### src/rtl/dual_rail_xor_engine.sv
// dual_rail_xor_engine
//   Pipelined dual-rail XOR encryption engine. Each beat carries NUM_LANES
//   lanes of LANE_WIDTH-bit dual-rail plaintext (x/x_bar) and key (k/k_bar).
//   The key comes from the beat itself or from a stored key register.
//   The result is s = x ^ key with s_bar = ~s.
//   Any lane whose inputs break the dual-rail encoding is flagged and
//   forced to the all-zero spacer.
//
//   Pipeline: stage 1 registers the operands and the selected key.
//   Stage 2 is the output register bank.
//   A beat accepted at edge N is presented on out_valid after edge N+1.
//   Throughput is one beat per cycle.
//
// Ports
//   wb_clk_i              clock, rising edge
//   wb_rst_i              synchronous active-high reset
//   VDD, GND              power pins (USE_POWER_PINS only)
//   in_valid / in_ready   input handshake
//   x, x_bar              dual-rail plaintext, lane i at [i*LANE_WIDTH +: LANE_WIDTH]
//   k, k_bar              dual-rail beat key, also the key-register load source
//   key_mode              0: beat key, 1: stored key (sampled at acceptance)
//   key_load              captures k/k_bar into the key register
//   out_valid / out_ready output handshake
//   s, s_bar              dual-rail result
//   lane_err              per-lane encoding violation, aligned with s
//   err_count             saturating count of transferred beats with any lane_err
module dual_rail_xor_engine #(
  parameter int LANE_WIDTH    = 4,
  parameter int NUM_LANES     = 4,
  parameter int ERR_CNT_WIDTH = 16
) (
`ifdef USE_POWER_PINS
  inout  wire                              VDD,
  inout  wire                              GND,
`endif
  input  logic                             wb_clk_i,
  input  logic                             wb_rst_i,
  input  logic                             in_valid,
  output logic                             in_ready,
  input  logic [LANE_WIDTH*NUM_LANES-1:0]  x,
  input  logic [LANE_WIDTH*NUM_LANES-1:0]  x_bar,
  input  logic [LANE_WIDTH*NUM_LANES-1:0]  k,
  input  logic [LANE_WIDTH*NUM_LANES-1:0]  k_bar,
  input  logic                             key_mode,
  input  logic                             key_load,
  output logic                             out_valid,
  input  logic                             out_ready,
  output logic [LANE_WIDTH*NUM_LANES-1:0]  s,
  output logic [LANE_WIDTH*NUM_LANES-1:0]  s_bar,
  output logic [NUM_LANES-1:0]             lane_err,
  output logic [ERR_CNT_WIDTH-1:0]         err_count
);

  localparam int W = LANE_WIDTH * NUM_LANES;

  logic         s1_valid;
  logic [W-1:0] s1_x;
  logic [W-1:0] s1_x_bar;
  logic [W-1:0] s1_k;
  logic [W-1:0] s1_k_bar;

  logic [W-1:0] key_reg;
  logic [W-1:0] key_bar_reg;

  logic         s2_load;
  logic         accept;

  logic [W-1:0]         s_nxt;
  logic [W-1:0]         s_bar_nxt;
  logic [NUM_LANES-1:0] lane_bad;

  // Stage 2 frees up when empty or when its beat leaves this cycle; stage 1
  // can then always move forward, so that is also when a new beat fits.
  assign s2_load  = !out_valid || out_ready;
  assign in_ready = !s1_valid || s2_load;
  assign accept   = in_valid && in_ready;

  // A valid dual-rail pair has every bit of the true rail differing from
  // the complement rail; a single equal bit poisons the whole lane.
  for (genvar i = 0; i < NUM_LANES; i++) begin : g_lane
    logic [LANE_WIDTH-1:0] sum;

    assign sum = s1_x[i*LANE_WIDTH +: LANE_WIDTH] ^ s1_k[i*LANE_WIDTH +: LANE_WIDTH];

    assign lane_bad[i] =
      ~&(s1_x[i*LANE_WIDTH +: LANE_WIDTH] ^ s1_x_bar[i*LANE_WIDTH +: LANE_WIDTH]) |
      ~&(s1_k[i*LANE_WIDTH +: LANE_WIDTH] ^ s1_k_bar[i*LANE_WIDTH +: LANE_WIDTH]);

    assign s_nxt[i*LANE_WIDTH +: LANE_WIDTH]     = lane_bad[i] ? '0 : sum;
    assign s_bar_nxt[i*LANE_WIDTH +: LANE_WIDTH] = lane_bad[i] ? '0 : ~sum;
  end

  always_ff @(posedge wb_clk_i) begin
    if (wb_rst_i) begin
      key_reg     <= '0;
      key_bar_reg <= '1;
      s1_valid    <= 1'b0;
      s1_x        <= '0;
      s1_x_bar    <= '0;
      s1_k        <= '0;
      s1_k_bar    <= '0;
      out_valid   <= 1'b0;
      s           <= '0;
      s_bar       <= '0;
      lane_err    <= '0;
      err_count   <= '0;
    end else begin
      // A beat accepted together with key_load still sees the old key here,
      // because key_reg only changes at the end of this edge.
      if (key_load) begin
        key_reg     <= k;
        key_bar_reg <= k_bar;
      end

      if (in_ready) begin
        s1_valid <= in_valid;
      end

      if (accept) begin
        s1_x     <= x;
        s1_x_bar <= x_bar;
        s1_k     <= key_mode ? key_reg : k;
        s1_k_bar <= key_mode ? key_bar_reg : k_bar;
      end

      // Output data only moves when a real beat arrives so a bubble does not
      // disturb the last result.
      if (s2_load) begin
        out_valid <= s1_valid;
        if (s1_valid) begin
          s        <= s_nxt;
          s_bar    <= s_bar_nxt;
          lane_err <= lane_bad;
        end
      end

      if (out_valid && out_ready && (|lane_err) && (err_count != '1)) begin
        err_count <= err_count + ERR_CNT_WIDTH'(1);
      end
    end
  end

endmodule

### config.mk
export PLATFORM = sky130hd
export DESIGN_NAME = dual_rail_xor_engine
export DESIGN_NICKNAME = d
export VERILOG_FILES = /design/src/rtl/dual_rail_xor_engine.sv
export SDC_FILE = /design/constraint.sdc
export NUM_CORES = 1
export LEC_CHECK = 0
export CAP_MARGIN = 20
export CORE_MARGIN = 4
export CORE_UTILIZATION = 45
export DETAILED_ROUTE_END_ITERATION = 8
export HOLD_SLACK_MARGIN = 0.15
export PLACE_DENSITY_LB_ADDON = 0.2
export SETUP_SLACK_MARGIN = 0.2
export SYNTH_ARGS = -nofsm -noshare
export SYNTH_HDL_FRONTEND = slang
export SYNTH_SLANG_ARGS = --single-unit
### constraint.sdc
create_clock -name wb_clk_i -period 2.1 [get_ports wb_clk_i]
set_input_delay 0.21 -clock wb_clk_i [delete_from_list [all_inputs] [get_ports wb_clk_i]]
set_output_delay 0.21 -clock wb_clk_i [all_outputs]
set_load 0.02 [all_outputs]
==> results of run 1 <==
==> path summary, 6_finish.rpt <==
kind	slack (ns)	startpoint	end	depth (start not counted)
hold / removal	0.32	key_load	key_reg[6]$_SDFFE_PP0P_	3
setup reg to reg	0.28	err_count[0]$_SDFFE_PP0P_	err_count[10]$_SDFFE_PP0P_	5
setup / recovery	0.28	err_count[0]$_SDFFE_PP0P_	err_count[10]$_SDFFE_PP0P_	5
hold reg to reg	0.47	s_bar[9]$_SDFFE_PP0P_	s_bar[9]$_SDFFE_PP0P_	1
==> routing by layer <==
layer | vias to the layer above | global-route usage | routed length [µm]
li1 | 2640 | - | -
met1 | 2481 | 0.255 | 7150
met2 | 134 | 0.326 | 7730
met3 | 22 | 0.0433 | 842
met4 | 0 | 0.0713 | 227
met5 | - | 0 | 0
==> per-stage QoR <==
| stage | util | setup slack (ns) | setup TNS (ns) |
|---|---|---|---|
| after floorplan | - | 0.241 | 0 |
| after global placement | 0.581 | 0.0317 | 0 |
| after detailed placement | 0.581 | -0.00346 | -0.00346 |
| after CTS | 0.627 | 0.218 | 0 |
| after global routing | 0.628 | 0.203 | 0 |
| final | 0.628 | 0.278 | 0 |
==> cells by family after synthesis <==
| family | synth area share |
|---|---|
| AOI/OAI and AO/OA | 0.149 |
| xor gates and xnor gates | 0.0889 |
| adders and majority gates | 0.00198 |
| buffers and inverters | 0.0308 |
| DFF | 0.476 |
| muxes | 0.103 |
| and+or+nand+nor | 0.149 |
==> synthesized netlist by cell type, types with 2 or more instances <==
cell	count
clkbuf_1	31
nand4_1	16
buf_1	9
xor2_1	48
xnor2_1	16
o21ai_0	5
nand2_1	88
a31oi_1	3
mux2i_1	65
a22o_1	16
and3_2	3
a21oi_1	46
o31ai_1	5
o41ai_1	2
or4_1	4
a211oi_1	38
dfxtp_1	150
a32o_1	16
nor2_1	62
nand3_1	7
nor4_1	3
nor3_1	4
and2_1	3
inv_1	6
or3_1	2
nand3b_1	2
and3_1	4
==> worst max-delay path, delay by kind of cell (launching register included) <==
| family | cells | cell delay (ns) |
|---|---|---|
| simple gates | 3 | 1.05 |
| flops | 1 | 0.38 |
| fa+ha+maj | 1 | 0.16 |
| compound gates | 1 | 0.16 |
==> power groups by stage <==
| stage | registers (W) | clock network (W) | logic [W] |
|---|---|---|---|
| 6_report | 0.00311 | 0.00304 | 0.000685 |
| 5_1_grt | 0.00312 | 0.00321 | 0.000755 |
| 4_1_cts | 0.00311 | 0.00309 | 0.000691 |
| 3_5_place_dp | 0.00317 | 0 | 0.000686 |
| 3_3_place_gp | 0.00316 | 0 | 0.000670 |
| 2_1_floorplan | 0.00314 | 0 | 0.000407 |
==> area by class of cell <==
cell class,count,area (µm²),share of cell area
Timing Repair Buffer,148,1480,0.175
Clock inverter,6,90.1,0.0107
Sequential cell,150,3010,0.356
Multi-Input combinational cell,471,3120,0.369
Tap cell,176,220,0.0260
Inverter,6,22.5,0.00266
Clock buffer,26,509,0.0602
==> repair_timing <==
| action | CTS | global route |
|---|---|---|
| pin swaps | 0 | 1 |
| gates cloned | 0 | 0 |
| hold buffers | 1 | 0 |
| endpoints found under the hold margin | 1 | 0 |
| endpoints found under the setup margin | 2 | 1 |
| setup buffers | 0 | 2 |
| gates resized for setup | 2 | 3 |
==> qor.txt, run 1 <==
status = finished, final reports clean
sequential power share = 0.455
Clock Pin Slew Worst Setup and Hold Paths = 0.06 ns
largest stage delay on the critical path = 0.52 ns
leakage power = 3.41 nW
Max clock buf depth = 2
RSZ-0062 raised after global routing = false
# rows = 42
CP Class = reg -> reg
worst path cell trace = ha_4 -> nand2_1 -> or4_4 -> or4_1 -> a21oi_1
Mapped Nets = 740
antenna violations before repair = 0
core area = 0.0135 mm²
vias = 5277
Yosys reg bits = 150
Root Buffer = clkbuf_16
fin area = 0.00845 mm²
leading cell type in the layout, fill and taps excluded = dfxtp_1
ys flop type = dfxtp_1
layout overhead on the synthesized area = 34.1%
critical path endpoint category = flip-flop
num ports = 124
placed cell count = 948
post-synthesis cell count = 669
dpl cell area = 0.00782 mm²
synthesized area = 0.00630 mm²
Filler Cell Count = 1158
Final Critical Period = 1.82 ns
PwrDens = 808 mW/mm²
Post-synth EDFFs = 0
combinational fraction of design power = 0.100
Final Cycle Share = 0.868
DRT Wirelength = 15900 µm
Layout Cells excl Fill = 983
Peak Freq = 549 MHz
worst-path fanout max = 7
Die W = 126 µm
GRT Overall Usage = 0.198
Die Y = 126 µm
Rel. slew slack = 0.487
DRT antenna net count = 0
Initial DRC Count = 334
Setup Viol. Count Final = 0
residual DRC count = 0
clk sink count = 150
top-area cell type share of the netlist area = 0.476
pin slew with the least headroom to its limit = 0.770 ns
worst hold slack = 0.321 ns
CP required = 2.45 ns
Pwr Total = 0.00683 W
share of cells above drive strength 1 = 0.0880
n_diodes = 0
final hold vios = 0
distinct cell type count after synthesis = 42
first-pass GRT wire length = 25400 µm
Synth area leaders = dfxtp_1 (48%), mux2i_1 (10%), xor2_1 (6.7%), nand2_1 (5.2%), a211oi_1 (4.5%)
Startpoint Class = flip-flop
max-slew violation count = 0
syn_area_per_cell = 9.42 µm²
CTS H-Tree Depth = 4
PortBufs = 123
Max VDD drop = 0.436 mV
synthesis warning total = 0
post-route clock skew = 0.00849 ns
Worst-Skew Late Latency = 0.42 ns
total grt overflow = 0
First-pass DRT Iterations = 4
most frequent cells in the layout = dfxtp_1 (146), clkdlybuf4s50_1 (119), nand2_1 (88)
HP Class = in -> reg
total die area = 0.0160 mm²
vias in the first global route = 5093
Net Sw Frac = 0.233
vias per std cell = 5.37
GPL Wtd Cong = 0.845
ys async rst share = 0
Net Sw Power = 0.00159 W
Clock Power Share = 0.445
Total Nets Final = 865
CTS tree = built
CTS Buf Count = 17
slowest CP cell = or4_1
post-synth top area cell = dfxtp_1
sequential cell area fraction in the yosys report = 0.476
drt wl/cell = 16.2 µm
Int Pwr = 0.00524 W
Post-DP HPWL = 11600 µm
largest net degree at the start of global routing = 76
critical path arrival = 2.17 ns
initial core utilization = 0.468
max-cap viol count = 0
(Power assumes the default switching activity.)
==> run 2: changes to the inputs <==
--- a/config.mk
+++ b/config.mk
@@ -8,10 +8,13 @@
 export CAP_MARGIN = 20
 export CORE_MARGIN = 4
 export CORE_UTILIZATION = 45
+export CTS_BUF_LIST = sky130_fd_sc_hd__clkbuf_2
 export DETAILED_ROUTE_END_ITERATION = 8
 export HOLD_SLACK_MARGIN = 0.15
 export PLACE_DENSITY_LB_ADDON = 0.2
+export RECOVER_POWER = 100
 export SETUP_SLACK_MARGIN = 0.2
+export SKIP_LAST_GASP = 1
 export SYNTH_ARGS = -nofsm -noshare
 export SYNTH_HDL_FRONTEND = slang
 export SYNTH_SLANG_ARGS = --single-unit
==> run 2 against run 1 <==
Compared with the run above:
- the flow now finishes with violations (capacitance limit, slew limit)
- sequential cell count did not move
- critical path depth did not move
- routed wire length up 3.5%
- combinational power grew 16%
- setup slack got worse by 0.081 ns
- clock skew up 0.024 ns
- die area stayed put
- clock power is 51% lower
- worst hold slack got worse by 0.0073 ns
- cell area grew 3.0%
- critical endpoint unchanged
==> qor.txt, run 2 (synthesis gave the netlist of run 1 again) <==
critical path arrival = 2.54 ns (+0.37 ns)
Die W = 126 µm (unchanged)
fin area = 0.00871 mm² (+3.0%)
vias in the first global route = 5462 (+7.2%)
total grt overflow = 0 (unchanged)
vias per std cell = 5.27 (-1.9%)
Peak Freq = 526 MHz (-4.2%)
post-route clock skew = 0.0322 ns (+0.0237 ns)
PortBufs = 123 (unchanged)
Die Y = 126 µm (unchanged)
sequential power share = 0.575 (+0.120)
Net Sw Power = 0.00144 W (-9.4%)
Post-DP HPWL = 11600 µm (unchanged)
PwrDens = 621 mW/mm² (-23%)
combinational fraction of design power = 0.147 (+0.047)
pin slew with the least headroom to its limit = 1.51 ns (+0.736 ns)
final hold vios = 0 (unchanged)
Int Pwr = 0.00397 W (-24%)
First-pass DRT Iterations = 4 (unchanged)
setup TNS = 0 ns (unchanged)
Worst-Skew Late Latency = 0.68 ns (+0.26 ns)
GRT Overall Usage = 0.205 (+0.00759)
residual DRC count = 0 (unchanged)
Max VDD drop = 0.335 mV (-23%)
Final Cycle Share = 0.906 (+0.0384)
Layout Cells excl Fill = 1057 (+7.5%)
DRT Wirelength = 16500 µm (+3.5%)
placed cell count = 948 (unchanged)
first-pass GRT wire length = 26600 µm (+4.7%)
Clock Pin Slew Worst Setup and Hold Paths = 0.20 ns (+0.14 ns)
drt wl/cell = 15.6 µm (-3.8%)
largest net degree at the start of global routing = 76 (unchanged)
HP Class = in -> reg
Net Sw Frac = 0.266 (+0.0337)
GPL Wtd Cong = 0.845 (unchanged)
clk sink count = 150 (unchanged)
Initial DRC Count = 322 (-3.6%)
CTS H-Tree Depth = 4 (unchanged)
critical path endpoint category = flip-flop
num ports = 124 (unchanged)
core area = 0.0135 mm² (unchanged)
Pwr Total = 0.00541 W (-21%)
share of cells above drive strength 1 = 0.0692 (-0.0187)
max-slew violation count = 75 (+75)
CTS tree = built
vias = 5569 (+5.5%)
worst-path fanout max = 7 (unchanged)
CP required = 2.73 ns (+0.28 ns)
Final Critical Period = 1.90 ns (+0.0806 ns)
Clock Power Share = 0.278 (-0.167)
RSZ-0062 raised after global routing = false
dpl cell area = 0.00782 mm² (unchanged)
max-cap viol count = 1 (+1)
CTS Buf Count = 17 (unchanged)
leakage power = 3.79 nW (+11%)
Total Nets Final = 939 (+8.6%)
CP Class = reg -> reg
Filler Cell Count = 1113 (-3.9%)
leading cell type in the layout, fill and taps excluded = dfxtp_1
# rows = 42 (unchanged)
initial core utilization = 0.468 (unchanged)
failing checks = capacitance limit, slew limit
status = finished, violations left
DRT antenna net count = 0 (unchanged)
most frequent cells in the layout = dfxtp_1 (150), nand2_1 (88), dlygate4sd3_1 (76)
Rel. slew slack = -0.00392 (-0.491)
layout overhead on the synthesized area = 38.1%
Startpoint Class = flip-flop
Root Buffer = clkbuf_2
Max clock buf depth = 2 (unchanged)
antenna violations before repair = 0 (unchanged)
total die area = 0.0160 mm² (unchanged)
n_diodes = 0 (unchanged)
Setup Viol. Count Final = 0 (unchanged)
## run 2: per-stage QoR
stage | hold slack, ns | utilization | setup slack [ns]
3_3_place_gp | 0.451 | 0.581 | 0.0317
4_1_cts | 0.220 | 0.650 | 0.0863
3_5_place_dp | 0.457 | 0.581 | -0.00346
5_1_grt | 0.253 | 0.647 | 0.104
6_report | 0.314 | 0.647 | 0.198
2_1_floorplan | 0.338 | - | 0.241
## run 2: critical path: stages, from the launching register on
cell	delay (ns)
dfxtp_1	0.46
ha_4	0.21
nand2_1	0.08
or4_4	0.45
or4_4	0.53
a21oi_2	0.12
## run 2: worst paths after layout
check                       startpoint                    endpoint  slack (ns)  depth (start not counted)
max reg2reg  err_count[0]$_SDFFE_PP0P_  err_count[10]$_SDFFE_PP0P_        0.20                          5
min                               k[6]        s1_k[6]$_SDFFE_PP0P_        0.31                          3
max          err_count[0]$_SDFFE_PP0P_  err_count[10]$_SDFFE_PP0P_        0.20                          5
min reg2reg      s1_valid$_SDFFE_PP0P_      out_valid$_SDFFE_PP0P_        0.45                          2
## run 2: cell type report
class / instances / area [µm²] / area share
clock buffer: 21 / 105 / 0.0121
clock inverter: 11 / 109 / 0.0125
inverter: 6 / 22.5 / 0.00259
multi-input combinational: 471 / 3130 / 0.359
sequential: 150 / 3000 / 0.345
tap: 176 / 220 / 0.0253
timing repair buffer: 222 / 2120 / 0.243
## run 2: power by group through the flow
stage	registers (W)	clock network, W	logic (W)
floorplan	0.00314	0	0.000407
global placement	0.00316	0	0.000670
detailed placement	0.00317	0	0.000686
CTS	0.00311	0.00156	0.000801
global route	0.00313	0.00167	0.000874
finish	0.00311	0.00150	0.000795
## run 2: what timing repair did
action / CTS / global route
hold endpoints to repair: 138 / 0
gates cloned: 0 / 0
endpoints found under the setup margin: 56 / 2
gates resized for setup: 61 / 4
hold buffers: 76 / 0
pin swaps: 0 / 1
buffers inserted: 0 / 1
## run 2: layer usage
metal  vias to the layer above  track usage  share of wire  routed length (µm)
met5                         -            0              0                   0
met1                      2603        0.263           0.43                7060
li1                       2780            -              -                   -
met3                        29       0.0370          0.064                1060
met4                         0       0.0789          0.021                 343
met2                       157        0.344           0.49                8030
==> run 3: changes to the inputs <==
--- a/config.mk
+++ b/config.mk
@@ -5,11 +5,14 @@
 export SDC_FILE = /design/constraint.sdc
 export NUM_CORES = 1
 export LEC_CHECK = 0
+export ABC_CLOCK_PERIOD_IN_PS = 2100
 export CAP_MARGIN = 20
+export CORE_ASPECT_RATIO = 1.75
 export CORE_MARGIN = 4
 export CORE_UTILIZATION = 45
 export CTS_BUF_LIST = sky130_fd_sc_hd__clkbuf_2
 export DETAILED_ROUTE_END_ITERATION = 8
+export GPL_TIMING_DRIVEN = 1
 export HOLD_SLACK_MARGIN = 0.15
 export PLACE_DENSITY_LB_ADDON = 0.2
 export RECOVER_POWER = 100
==> run 3 against run 2 <==
Compared with the run above:
- combinational power fell by 4.5%
- utilization fell by 2.9 points
- sequential share of layout area rose by 0.70 points
- critical endpoint unchanged
- the run now ends clean
- clock power up 5%
- total power grew 0.39%
- fmax shrank 1.5%
- largest cell class unchanged
- worst hold slack got worse by 0.11 ns
- first-iteration DRC count decreased by 42%
- routed wire length up 3.9%
==> qor.txt, run 3 (synthesis gave the netlist of run 1 again) <==
status = finished, final reports clean
Root Buffer = clkbuf_2
DRT Wirelength = 17100 µm (+3.9%)
First-pass DRT Iterations = 4 (unchanged)
Critical Path Source = err_count[0]$_SDFFE_PP0P_
RSZ-0062 raised after global routing = true
Die W = 97.5 µm (-23%)
Max clock buf depth = 2 (unchanged)
Crit path buffers/inverters = 0 (unchanged)
Worst R2R Path Depth = 5 (unchanged)
RR Endpoint = err_count[10]$_SDFFE_PP0P_
PortBufs = 123 (unchanged)
max-cap viol count = 0 (-1)
Clock Pin Slew Worst Setup and Hold Paths = 0.20 ns (about the same)
critical path endpoint category = flip-flop
leakage power = 3.73 nW (-1.7%)
GPL Wtd Cong = 0.864 (+2.3%)
initial core utilization = 0.456 (-0.0130)
Post-DP HPWL = 12500 µm (+7.7%)
vias per std cell = 5.31 (+0.80%)
slowest CP cell = or4_1
Total Nets Final = 927 (-1.3%)
Worst-Skew Late Latency = 0.67 ns (about the same)
antenna violations before repair = 1 (+1)
total die area = 0.0160 mm² (+0.47%)
dpl cell area = 0.00780 mm² (-0.24%)
delay-heaviest family, CP = simple AND/OR/NAND/NOR gates
setup TNS = 0 ns (unchanged)
most frequent cells in the layout = dfxtp_1 (147), nand2_1 (88), clkdlybuf4s50_1 (66)
CTS tree = built
Final Critical Period = 1.93 ns (+0.0286 ns)
CTS H-Tree Depth = 4 (unchanged)
layout overhead on the synthesized area = 35.8%
max-slew violation count = 0 (-100%)
vias in the first global route = 5590 (+2.3%)
CP Depth = 5 (unchanged)
Max VDD drop = 0.437 mV (+30%)
FF-to-FF setup slack = 0.17 ns (-0.03 ns)
core area = 0.0138 mm² (+2.8%)
DRT antenna net count = 0 (unchanged)
largest net degree at the start of global routing = 71 (-6.6%)
clk sink count = 150 (unchanged)
Peak Freq = 518 MHz (-1.5%)
worst-path fanout max = 6 (-1)
pin slew with the least headroom to its limit = 1.30 ns (-0.210 ns)
final hold vios = 0 (unchanged)
Final Cycle Share = 0.920 (+0.0136)
PwrDens = 635 mW/mm² (+2.1%)
Initial DRC Count = 187 (-42%)
vias = 5550 (-0.34%)
HP Class = in -> reg
CP required = 2.70 ns (-0.03 ns)
fin area = 0.00856 mm² (-1.7%)
residual DRC count = 0 (unchanged)
post-route clock skew = 0.0284 ns (-0.00380 ns)
leading cell type in the layout, fill and taps excluded = dfxtp_1
largest stage delay on the critical path = 0.51 ns (-0.02 ns)
crit path capture = err_count[10]$_SDFFE_PP0P_
share of cells above drive strength 1 = 0.0715 (+0.00227)
# rows = 57 (+36%)
Rel. slew slack = 0.136 (+0.140)
GRT Overall Usage = 0.216 (+0.0107)
num ports = 124 (unchanged)
Setup Viol. Count Final = 0 (unchanged)
CTS Buf Count = 17 (unchanged)
drt wl/cell = 16.4 µm (+5.1%)
Startpoint Class = flip-flop
critical path arrival = 2.53 ns (about the same)
Die Y = 165 µm (+30%)
total grt overflow = 0 (unchanged)
CP Class = reg -> reg
Reg-to-Reg Start = err_count[0]$_SDFFE_PP0P_
first-pass GRT wire length = 27600 µm (+4.0%)
worst path cell trace = ha_1 -> nand2_1 -> or4_4 -> or4_1 -> a21oi_1
run 3: worst min path at each step:
stage | startpoint | endpoint | cells past startpoint | slack [ns]
after CTS | k[12] | key_reg[12]$_SDFFE_PP0P_ | 3 | 0.15
final | k[12] | key_reg[12]$_SDFFE_PP0P_ | 3 | 0.21
after floorplan | k_bar[0] | key_bar_reg[0]$_SDFFE_PP1P_ | 2 | 0.34
after detailed placement | s[9]$_SDFFE_PP0P_ | s[9]$_SDFFE_PP0P_ | 1 | 0.46
after global routing | k[12] | key_reg[12]$_SDFFE_PP0P_ | 3 | 0.15
after global placement | key_bar_reg[2]$_SDFFE_PP1P_ | key_bar_reg[2]$_SDFFE_PP1P_ | 2 | 0.45
run 3: cell type report:
| cell class | count | area [µm²] |
|---|---|---|
| flip-flops and latches | 150 | 3010 |
| multi-input cells | 471 | 3110 |
| clock inverters | 13 | 140 |
| clock buffers | 17 | 85.1 |
| inverters | 6 | 22.5 |
| well taps | 177 | 221 |
| repair buffers | 210 | 1960 |
| fillers | 1245 | 5280 |
| diodes | 1 | 2.50 |
run 3: power by group:
part	leakage (nW)	internal (W)	switching (W)
Sequential	1.23	0.00298	0.000124
Clock	0.137	0.000626	0.000943
Combinational	2.36	0.000414	0.000345
Total	3.73	0.00402	0.00141
run 3: worst min-delay path: cells and delay by family:
kind                   cells  cell delay [ns]
buffers and inverters      1             0.45
multiplexers               1             0.15
AND/OR/NAND/NOR            1             0.05
run 3: per-layer routing:
metal | track usage | up-vias | share of wire
li1 | - | 2762 | -
met1 | 0.225 | 2564 | 0.37
met2 | 0.399 | 175 | 0.54
met3 | 0.0461 | 49 | 0.042
met4 | 0.122 | 0 | 0.049
met5 | 0 | - | 0
run 3: per-stage QoR:
stage / hold WS, ns / power (W) / worst slack, ns / utilization / cells
after detailed placement: 0.459 / 0.00383 / -0.176 / 0.564 / 951
after floorplan: 0.338 / 0.00355 / 0.241 / - / 669
after CTS: 0.151 / 0.00549 / 0.0432 / 0.620 / 1042
final: 0.207 / 0.00543 / 0.169 / 0.618 / 1045
after global placement: 0.452 / 0.00381 / -0.115 / 0.564 / 951
after global routing: 0.150 / 0.00569 / 0.105 / 0.618 / 1045
run 3: timing repair:
item                                    CTS  global route
resized for setup                        62             9
gates cloned                              0             0
hold buffers                             61             0
hold endpoints to repair                101             0
setup buffers                             0             2
endpoints found under the setup margin   74             7
